## src/rtl/databus_axi_read_master.sv

```systemverilog
// Serves one databus read request (start address + beat count) as a sequence of AXI4 INCR bursts,
// split at MAX_BURST beats and 4 KB boundaries, one burst in flight; beats pass straight through to the requester.
module databus_axi_read_master #(
  parameter int AXI_ADDR_W = 32,
  parameter int AXI_DATA_W = 32,
  parameter int LEN_W      = 8,
  parameter int MAX_BURST  = 16
) (
  input  logic                  clk,
  input  logic                  rst,
  input  logic                  databus_valid_i,
  input  logic [AXI_ADDR_W-1:0] databus_addr_i,
  input  logic [LEN_W-1:0]      databus_len_i,
  output logic                  databus_ready_o,
  output logic [AXI_DATA_W-1:0] databus_rdata_o,
  output logic                  databus_last_o,
  output logic [AXI_ADDR_W-1:0] m_axi_araddr,
  output logic [7:0]            m_axi_arlen,
  output logic [2:0]            m_axi_arsize,
  output logic [1:0]            m_axi_arburst,
  output logic                  m_axi_arvalid,
  input  logic                  m_axi_arready,
  input  logic [AXI_DATA_W-1:0] m_axi_rdata,
  input  logic [1:0]            m_axi_rresp,
  input  logic                  m_axi_rlast,
  input  logic                  m_axi_rvalid,
  output logic                  m_axi_rready,
  output logic                  busy_o,
  output logic                  error_o
);
  localparam int BYTES = AXI_DATA_W / 8;
  localparam int SZ    = $clog2(BYTES);
  localparam int CW    = (LEN_W + 1 > 13) ? LEN_W + 1 : 13;
  localparam logic [LEN_W:0] REM_ONE = 1;

  typedef enum logic [1:0] {IDLE, ADDR, DATA} state_t;

  state_t                state_q, state_d;
  logic [AXI_ADDR_W-1:0] addr_q, addr_d, araddr_q, araddr_d;
  logic [LEN_W:0]        rem_q, rem_d;
  logic [8:0]            beat_q, beat_d;
  logic [7:0]            arlen_q, arlen_d;
  logic                  err_q, err_d;
  logic                  load_ar;
  logic                  beat_fire;
  logic                  unused_rlast;

  // Beats available before the next 4 KB page, capped by the remaining count and MAX_BURST.
  function automatic logic [8:0] burst_of(input logic [AXI_ADDR_W-1:0] a, input logic [LEN_W:0] r);
    logic [12:0]   b2k;
    logic [CW-1:0] m;
    b2k = (13'd4096 - {1'b0, a[11:0]}) >> SZ;
    m   = CW'(r);
    if (m > CW'(MAX_BURST)) m = CW'(MAX_BURST);
    if (m > CW'(b2k))       m = CW'(b2k);
    return m[8:0];
  endfunction

  assign beat_fire    = (state_q == DATA) && m_axi_rvalid && databus_valid_i;
  assign unused_rlast = m_axi_rlast;

  always_comb begin
    state_d  = state_q;
    addr_d   = addr_q;
    rem_d    = rem_q;
    beat_d   = beat_q;
    araddr_d = araddr_q;
    arlen_d  = arlen_q;
    err_d    = err_q;
    load_ar  = 1'b0;
    case (state_q)
      IDLE: begin
        if (databus_valid_i) begin
          addr_d  = databus_addr_i & ~AXI_ADDR_W'(BYTES - 1);
          rem_d   = (LEN_W + 1)'(databus_len_i) + REM_ONE;
          err_d   = 1'b0;
          state_d = ADDR;
          load_ar = 1'b1;
        end
      end
      ADDR: begin
        if (m_axi_arready) begin
          state_d = DATA;
          beat_d  = {1'b0, arlen_q} + 9'd1;
        end
      end
      DATA: begin
        if (beat_fire) begin
          addr_d = addr_q + AXI_ADDR_W'(BYTES);
          rem_d  = rem_q - REM_ONE;
          beat_d = beat_q - 9'd1;
          if (m_axi_rresp != 2'b00) err_d = 1'b1;
          if (beat_q == 9'd1) begin
            state_d = (rem_q == REM_ONE) ? IDLE : ADDR;
            load_ar = (rem_q != REM_ONE);
          end
        end
      end
      default: state_d = IDLE;
    endcase
    // AR fields are registered on entry to ADDR so they hold steady while the slave stalls.
    if (load_ar) begin
      araddr_d = addr_d;
      arlen_d  = 8'(burst_of(addr_d, rem_d) - 9'd1);
    end
  end

  always_ff @(posedge clk) begin
    if (rst) begin
      state_q  <= IDLE;
      addr_q   <= '0;
      rem_q    <= '0;
      beat_q   <= '0;
      araddr_q <= '0;
      arlen_q  <= '0;
      err_q    <= 1'b0;
    end else begin
      state_q  <= state_d;
      addr_q   <= addr_d;
      rem_q    <= rem_d;
      beat_q   <= beat_d;
      araddr_q <= araddr_d;
      arlen_q  <= arlen_d;
      err_q    <= err_d;
    end
  end

  assign m_axi_araddr    = araddr_q;
  assign m_axi_arlen     = arlen_q;
  assign m_axi_arsize    = 3'(SZ);
  assign m_axi_arburst   = 2'b01;
  assign m_axi_arvalid   = (state_q == ADDR);
  assign m_axi_rready    = (state_q == DATA) && databus_valid_i;
  assign databus_ready_o = beat_fire;
  assign databus_rdata_o = m_axi_rdata;
  assign databus_last_o  = beat_fire && (rem_q == REM_ONE);
  assign busy_o          = (state_q != IDLE);
  assign error_o         = err_q;
endmodule

```

## config.mk

```make
export PLATFORM = sky130hd
export DESIGN_NAME = databus_axi_read_master
export DESIGN_NICKNAME = d
export VERILOG_FILES = /design/src/rtl/databus_axi_read_master.sv
export SDC_FILE = /design/constraint.sdc
export NUM_CORES = 1
export LEC_CHECK = 0
export CORE_MARGIN = 3
export CORE_UTILIZATION = 53
export CTS_BUF_LIST = sky130_fd_sc_hd__clkbuf_8 sky130_fd_sc_hd__clkbuf_16
export DETAILED_ROUTE_END_ITERATION = 8
export HOLD_SLACK_MARGIN = 0.03
export PLACE_DENSITY = 0.87
export SLEW_MARGIN = 10
export SYNTH_ARGS = -nofsm -noshare
export SYNTH_HDL_FRONTEND = slang
export SYNTH_SLANG_ARGS = --single-unit
```

## constraint.sdc

```tcl
create_clock -name clk -period 7.3 [get_ports clk]
set_clock_uncertainty 0.15 [all_clocks]
set_input_delay 1.095 -clock clk [delete_from_list [all_inputs] [get_ports clk]]
set_output_delay 1.095 -clock clk [all_outputs]
set_load 0.02 [all_outputs]
```

==> metrics.csv, run 1 <==
metric,value,unit
Core Area,0.0106,mm²
routed wl met3,1350,µm
Die W,111,µm
initial core utilization,0.556,
# rows,37,
# Post-CTS Setup Buffers,0,
Crit. End Element,register,
maximum buffer depth of the clock tree,2,
Async SR Flop Fraction,0,
CP most frequent cell,nand4_1,
I/O Buffers,90,
"Hold Vio Cnt, Final",0,
first-pass GRT wire length,26000,µm
Achievable Freq,0.158,GHz
number of synthesized flops with an enable pin,0,
crit path cell chain,"clkdlybuf4s50_1, or3b_1, o211ai_1, o311a_1, and3b_1, nand3_4, or2_2, nor2_1, xnor2_1, ha_1, nand4_1, nor2_1, nand4_1, nand4_1, a21oi_2, o31ai_4, a22oi_1, ha_1, nand2_1, a2bb2oi_1, a311oi_1, o31a_1",
RePlAce Congestion,0.902,
#FFs+latches synth,93,
Slew HR,0.212,
Power Dens Cells,201,mW/mm²
vias,5711,
number of library cell types mapped by synthesis,75,
Initial DRC Count,610,
worst-path fanout max,10,
die height,111,µm
Critical Path RT,7.47,ns
Synth Instances,759,
Crit path buffers/inverters,1,
CP top delay family,simple AND/OR/NAND/NOR gates,
CP max-delay cell,clkdlybuf4s50_1,
Setup crit start kind,input pin,
Clock Root Buffer,clkbuf_8,
Syn Std Cell Area,0.00587,mm²
CTS tree,built,
fraction of layout cells with a size suffix above 1,0.0574,
clock net sink count,93,
DR vias/cell,6.09,
Hold Crit Class,register to register,
post-DP HPWL,11500,µm
total negative slack,0,ns
Total Routed Length,15900,µm
DRT met1 WL,6750,µm
nets,894,
Sequential Area,0.00186,mm²
IO Pins,163,
"Area growth, synth to finish",14.7,%
total grt overflow,0,
Pre-antenna DRT Iters,5,
Max H-tree Level,3,
Synth Warn #,0,
"commonest non-fill, non-tap cell in the layout",nor2_1,
Worst-path clk slew,0.10,ns
Tot GR Track Use,0.252,
initial antenna violation count,0,
die area,0.0124,mm²
most frequent cells in the layout,"nor2_1 (112), dfxtp_1 (93), clkdlybuf4s50_1 (89)",
largest net degree at the start of global routing,95,
number of buffers created by CTS,9,
clock insertion delay at the later pin of the skew report,0.38,ns
Antenna Nets Post-Route,0,
vias in the first global route,5418,
area occupied by multi-input gates,0.00345,mm²
WS Path Type,input pin to register,
Highest Signal Layer,met4,
RSZ-0062 raised after global routing,no,
"Seq/Total Area, Yosys",0.317,
Finish-stage setup viols,0,
Met2 Routed Length,7570,µm
# Max-Cap Violations,0,
final critical-path required period,6.34,ns
Mapped Avg Cell Area,7.73,µm²
Worst VDD drop,0.114,mV
status,"complete, no violations",
Pwr Total,1.36,mW
Worst path max stage delay,0.82,ns
"Arr. time, crit path",6.51,ns
PostCTS Resize Cnt,0,
top_reg_cell synth,dfxtp_1,
Worst-Margin Slew,1.18,ns
r2r setup slk,1.69,ns
max-slew violation count,0,
DRC viols,0,
Pleak,2.52,nW
Tcrit/Tclk final,0.868,
filler instances,927,
CTS Hold Buffers Added,0,
wire per inst,17.0,µm
Antenna Cells,0,
-- Yosys cell counts, types with 8 or more instances --
| master | instances | area, µm² |
|---|---|---|
| a211oi_1 | 32 | 240 |
| a21oi_1 | 60 | 300 |
| buf_4 | 44 | 330 |
| clkbuf_1 | 29 | 109 |
| dfxtp_1 | 93 | 1860 |
| ha_1 | 17 | 213 |
| inv_1 | 22 | 82.6 |
| nand2_1 | 63 | 236 |
| nand2b_1 | 8 | 50.1 |
| nand3_1 | 27 | 135 |
| nand4_1 | 17 | 106 |
| nor2_1 | 112 | 420 |
| nor2b_1 | 19 | 119 |
| nor3_1 | 13 | 65.1 |
| o21ai_0 | 34 | 170 |
| o22ai_1 | 18 | 113 |
| xnor2_1 | 14 | 123 |
| xor2_1 | 12 | 105 |
-- flip-flops by register name (all words and copies together), names as in the netlist --
register / cells
m_axi_araddr: 32
error_o: 1
state_q: 2
addr_q: 32
rem_q: 9
beat_q: 9
m_axi_arlen: 8
-- final timing paths --
kind / from / endpoint / cells past startpoint
setup / recovery: databus_valid_i / m_axi_arlen[4]$_SDFFE_PP0P_ / 22
setup reg to reg: state_q[0]$_SDFFE_PP0P_ / m_axi_arlen[4]$_SDFFE_PP0P_ / 22
hold / removal: m_axi_araddr[27]$_SDFFE_PP0P_ / m_axi_araddr[27]$_SDFFE_PP0P_ / 2
hold reg to reg: m_axi_araddr[27]$_SDFFE_PP0P_ / m_axi_araddr[27]$_SDFFE_PP0P_ / 2
-- kinds of logic after synthesis --
logic type | count (synthesis) | share of synthesized area
multiplexers | 8 | 0.0141
buffers and inverters | 104 | 0.0998
XOR/XNOR | 26 | 0.0388
adder cells (fa/ha/maj) | 17 | 0.0362
AO/OA/AOI/OAI | 200 | 0.230
AND/OR/NAND/NOR | 309 | 0.262
other | 2 | 0.00128
flip-flops | 93 | 0.317
-- power by group --
part	switching [mW]	internal [mW]	total (mW)
logic	0.241	0.182	0.423
registers	0.0427	0.550	0.592
clock network	0.208	0.132	0.340
-- per-stage QoR --
step,hold WS (ns),utilization,area (µm²),std cells,worst slack (ns)
6_report,0.311,0.638,6730,938,0.960
3_5_place_dp,0.299,0.620,6550,922,0.651
2_1_floorplan,0.294,-,5900,766,2.08
3_3_place_gp,0.298,0.620,6550,922,0.799
5_1_grt,0.335,0.638,6730,938,0.609
4_1_cts,0.312,0.638,6730,938,1.04
-- area by class of cell --
class | instances | area share
multi-input cells | 569 | 0.512
inverters | 23 | 0.0128
flip-flops and latches | 93 | 0.277
clock inverters | 7 | 0.00929
well taps | 136 | 0.0253
clock buffers | 9 | 0.0184
repair buffers | 101 | 0.145
-- tightest hold or removal path: cells and delay by family, from the launching register on --
kind | cells | cell delay [ns]
and+or+nand+nor | 1 | 0.05
AOI/OAI and AO/OA | 1 | 0.05
DFF | 1 | 0.32
-- routing by layer --
layer	track usage	vias up
met2	0.419	279
li1	-	2754
met1	0.325	2644
met4	0.0900	0
met5	0	-
met3	0.0502	34
Note: power is estimated with default switching activity, not from simulation.
==> inputs of run 2 (changes only) <==
Settings changed: GPL_TIMING_DRIVEN from default to 0.
==> run 2 against run 1 <==
Non-clock buffer count grew 100; setup slack better by 0.32 ns; largest cell class unchanged; cell area is 11% higher; highest routed layer unchanged; combinational power grew 15%; register-to-register slack improved by 0.11 ns; critical path type unchanged; largest power group unchanged.
==> metrics.csv, run 2 (synthesis gave the netlist of run 1 again) <==
metric,value,unit
status,"complete, no violations",
"commonest non-fill, non-tap cell in the layout",clkdlybuf4s50_1,
R2R Path Start,state_q[0]$_SDFFE_PP0P_,
"Arr. time, crit path",6.18,ns
Max H-tree Level,3,
nets,994,
CTS Hold Buffers Added,0,
initial core utilization,0.556,
min setup slack post-route,1.28,ns
total grt overflow,0,
worst-path fanout max,10,
RePlAce Congestion,0.932,
number of buffers created by CTS,9,
Core Area,0.0106,mm²
pre-CTS setup slack,0.983,ns
I/O Buffers,120,
Pwr Total,1.47,mW
die height,111,µm
post-DP HPWL,13500,µm
Pleak,2.88,nW
first-pass GRT wire length,29000,µm
Achievable Freq,0.166,GHz
Worst VDD drop,0.142,mV
initial antenna violation count,0,
Sequential Area,0.00186,mm²
dpl cells,1022,
largest net degree at the start of global routing,17,
vias,6171,
# rows,37,
clock insertion delay at the later pin of the skew report,0.37,ns
R2R depth,21,
DRC viols,0,
IO Pins,163,
Crit. End Element,register,
Worst R2R End,m_axi_arlen[4]$_SDFFE_PP0P_,
Slew HR,0.193,
total negative slack,0,ns
r2r setup slk,1.80,ns
# Post-CTS Setup Buffers,0,
Setup crit start kind,input pin,
max-slew violation count,0,
"Area growth, synth to finish",27.6,%
"Hold Vio Cnt, Final",0,
RSZ-0062 raised after global routing,no,
PostCTS Resize Cnt,0,
maximum buffer depth of the clock tree,2,
Critical Path Start,m_axi_rvalid,
Initial DRC Count,691,
filler instances,882,
Tcrit/Tclk final,0.824,
clock net sink count,93,
Tot GR Track Use,0.286,
Critical Path RT,7.46,ns
vias in the first global route,5589,
Pre-antenna DRT Iters,6,
CTS tree,built,
# Max-Cap Violations,0,
Total Routed Length,18100,µm
fraction of layout cells with a size suffix above 1,0.0909,
Antenna Cells,0,
die area,0.0124,mm²
Worst-path clk slew,0.09,ns
Hold Crit Class,register to register,
wire per inst,17.4,µm
Finish-stage setup viols,0,
area occupied by multi-input gates,0.00345,mm²
Antenna Nets Post-Route,0,
Worst-Margin Slew,1.20,ns
final critical-path required period,6.02,ns
Die W,111,µm
Clock Root Buffer,clkbuf_8,
WS Path Type,input pin to register,
Layout Cells excl Fill,1038,
DR vias/cell,5.95,
Power Dens Cells,196,mW/mm²
most frequent cells in the layout,"clkdlybuf4s50_1 (120), nor2_1 (112), dfxtp_1 (93)",
crit path capture,m_axi_arlen[4]$_SDFFE_PP0P_,
run 2: where the power goes:
part	internal, mW	switching [mW]	total [mW]
Sequential	0.550	0.0410	0.591
Combinational	0.213	0.274	0.487
Clock	0.195	0.195	0.390
run 2: cell type report:
| cell class | count | share of cell area |
|---|---|---|
| Clock buffer | 9 | 0.0165 |
| Tap cell | 136 | 0.0227 |
| Clock inverter | 7 | 0.0130 |
| Timing Repair Buffer | 120 | 0.160 |
| Multi-Input combinational cell | 569 | 0.460 |
| Sequential cell | 93 | 0.249 |
| Inverter | 23 | 0.0115 |
| Buffer | 81 | 0.0667 |
run 2: how the worst min path moves through the flow:
stage,to,slack [ns],depth (start not counted),startpoint
after floorplan,beat_q[7]$_SDFFE_PP0P_,0.29,2,beat_q[7]$_SDFFE_PP0P_
after global placement,m_axi_araddr[15]$_SDFFE_PP0P_,0.31,2,m_axi_araddr[15]$_SDFFE_PP0P_
after detailed placement,m_axi_araddr[15]$_SDFFE_PP0P_,0.32,2,m_axi_araddr[15]$_SDFFE_PP0P_
after CTS,m_axi_araddr[15]$_SDFFE_PP0P_,0.33,2,m_axi_araddr[15]$_SDFFE_PP0P_
after global routing,m_axi_araddr[31]$_SDFFE_PP0P_,0.35,2,m_axi_araddr[31]$_SDFFE_PP0P_
final,m_axi_araddr[31]$_SDFFE_PP0P_,0.33,2,m_axi_araddr[31]$_SDFFE_PP0P_
run 2: metal layers:
layer / routed length [µm] / GRT usage / up-vias
met4: 618 / 0.101 / 0
met1: 7460 / 0.390 / 2805
met3: 2010 / 0.0600 / 58
met2: 8010 / 0.446 / 359
li1: - / - / 2949
met5: 0 / 0 / -
run 2: worst max-delay path, stage by stage:
cell             delay [ns]
clkdlybuf4s50_1        0.58
nand4b_4               0.17
nor3_1                 0.25
mux2_2                 0.38
a221oi_4               0.39
nand3_4                0.15
or2_2                  0.32
nor2_1                 0.17
xnor2_1                0.12
ha_1                   0.34
nand4_1                0.10
nor2_1                 0.05
nand4_1                0.09
nand4_1                0.15
a21oi_2                0.31
o31ai_4                0.21
a22oi_1                0.30
ha_1                   0.32
nand2_1                0.08
a2bb2oi_1              0.14
a311oi_1               0.29
o31a_1                 0.17
run 2: stage by stage:
stage	area (µm²)	utilization	hold slack, ns
after floorplan	5900	-	0.294
after global placement	7270	0.688	0.311
after detailed placement	7270	0.688	0.318
after CTS	7490	0.709	0.332
after global routing	7490	0.709	0.347
final	7490	0.709	0.334
==> inputs of run 3 (changes only) <==
Settings changed: CORE_UTILIZATION 53 to 44, PLACE_DENSITY 0.87 to 0.77.
Clock period 7.3 ns to 5.2 ns, I/O delays scaled along.
==> run 3 against run 2 <==
Sequential share of layout area shrank 0.85 points; non-clock buffer count grew 12; cell area grew 3.5%; power grew 50%; combinational power grew 46%; final cell count grew 4.6%; first-iteration DRC count grew 13%; flip-flop and latch count is the same; critical path depth is the same; register-to-register slack lost 1.5 ns; clock power grew 68%; largest cell class unchanged.
==> metrics.csv, run 3 (synthesis gave the netlist of run 1 again) <==
metric,value,unit
dpl cells,1058,
clock insertion delay at the later pin of the skew report,0.36,ns
IO Pins,163,
I/O Buffers,120,
CTS Hold Buffers Added,0,
initial core utilization,0.458,
Initial DRC Count,779,
filler instances,1171,
Setup crit start kind,input pin,
WS Path Type,input pin to register,
Core Area,0.0128,mm²
max-slew violation count,0,
total grt overflow,0,
clock net sink count,93,
Pleak,3.00,nW
met1 Use GR,0.361,
fraction of layout cells with a size suffix above 1,0.116,
Worst VDD drop,0.152,mV
Hold Crit Class,register to register,
r2r setup slk,0.27,ns
die height,121,µm
RePlAce Congestion,0.929,
DR vias/cell,5.67,
Slew HR,0.480,
status,"complete, no violations",
# Max-Cap Violations,0,
Layout Cells excl Fill,1086,
worst-path fanout max,10,
post-DP HPWL,14000,µm
Total Routed Length,18800,µm
DRC viols,0,
# rows,41,
nets,1006,
"Arr. time, crit path",5.08,ns
Tot GR Track Use,0.254,
Finish-stage setup viols,0,
Antenna Nets Post-Route,0,
WHS Path Cells,2,
initial antenna violation count,0,
"Area growth, synth to finish",32.1,%
Die W,121,µm
final critical-path required period,4.98,ns
Sequential Area,0.00186,mm²
die area,0.0148,mm²
largest net degree at the start of global routing,16,
vias in the first global route,5683,
met3 Use GR,0.0503,
Antenna Cells,0,
Pwr Total,2.20,mW
"Hold Vio Cnt, Final",0,
Worst-Margin Slew,0.775,ns
Achievable Freq,0.201,GHz
Tcrit/Tclk final,0.957,
first-pass GRT wire length,29400,µm
Worst-path clk slew,0.07,ns
vias,6157,
R2R depth,22,
most frequent cells in the layout,"clkdlybuf4s50_1 (117), nor2_1 (109), dfxtp_1 (93)",
Crit. End Element,register,
total negative slack,0,ns
Max H-tree Level,3,
final core occ,0.604,
Pre-antenna DRT Iters,5,
GRT met2 Usage,0.381,
wire per inst,17.3,µm
CTS tree,built,
Clock Root Buffer,clkbuf_16,
layer with the highest usage,met2,
maximum buffer depth of the clock tree,2,
area occupied by multi-input gates,0.00350,mm²
number of buffers created by CTS,9,
"commonest non-fill, non-tap cell in the layout",clkdlybuf4s50_1,
Critical Path RT,5.30,ns
Power Dens Cells,284,mW/mm²
run 3: report_power, final:
group          total [mW]  internal, mW  switching, mW
logic               0.713         0.316          0.397
registers           0.831         0.772         0.0586
clock network       0.656         0.365          0.291
run 3: cell type report:
| class | instances | area share |
|---|---|---|
| buffer | 81 | 0.0646 |
| inverter | 23 | 0.0111 |
| tap | 172 | 0.0278 |
| clock buffer | 12 | 0.0344 |
| multi-input combinational | 569 | 0.451 |
| clock inverter | 4 | 0.00387 |
| sequential | 93 | 0.240 |
| timing repair buffer | 132 | 0.167 |
run 3: path summary, 6_finish.rpt:
check | endpoint | startpoint
worst max register to register | m_axi_arlen[4]$_SDFFE_PP0P_ | state_q[1]$_SDFFE_PP0P_
worst min register to register | beat_q[8]$_SDFFE_PP0P_ | beat_q[8]$_SDFFE_PP0P_
worst max-delay path | m_axi_arlen[4]$_SDFFE_PP0P_ | databus_valid_i
worst min-delay path | beat_q[8]$_SDFFE_PP0P_ | beat_q[8]$_SDFFE_PP0P_
run 3: timing repair:
item | in CTS | in global routing
resized for setup | 7 | 12
pin swaps | 3 | 10
setup endpoints to repair | 6 | 4
buffers inserted | 3 | 9
run 3: metrics by stage:
| stage | setup slack (ns) | hold WS, ns | area, µm² |
|---|---|---|---|
| after floorplan | 0.297 | 0.294 | 5900 |
| after global placement | -0.720 | 0.311 | 7310 |
| after detailed placement | -0.800 | 0.317 | 7310 |
| after CTS | 0.132 | 0.324 | 7650 |
| after global routing | -0.0247 | 0.356 | 7750 |
| final | 0.225 | 0.328 | 7750 |
run 3: critical path: stages:
cell and delay (ns):
buf_6 0.12, clkbuf_1 0.51, nand2_1 0.12, nor3_1 0.27, o211a_1 0.17, a2bb2oi_1 0.21, nand4_1 0.29, buf_4 0.26
nor2_1 0.15, ha_1 0.26, o21ai_0 0.09, a21oi_1 0.11, o41ai_2 0.27, buf_4 0.18, a21oi_4 0.07, buf_4 0.16
a22oi_2 0.19, ha_2 0.25, buf_4 0.12, nand3_1 0.07, xor2_1 0.17, o31a_1 0.24
run 3: per-layer routing:
| layer | share of wire | routed length, µm |
|---|---|---|
| met5 | 0 | 0 |
| met4 | 0.026 | 483 |
| met3 | 0.098 | 1840 |
| met2 | 0.44 | 8280 |
| met1 | 0.44 | 8200 |
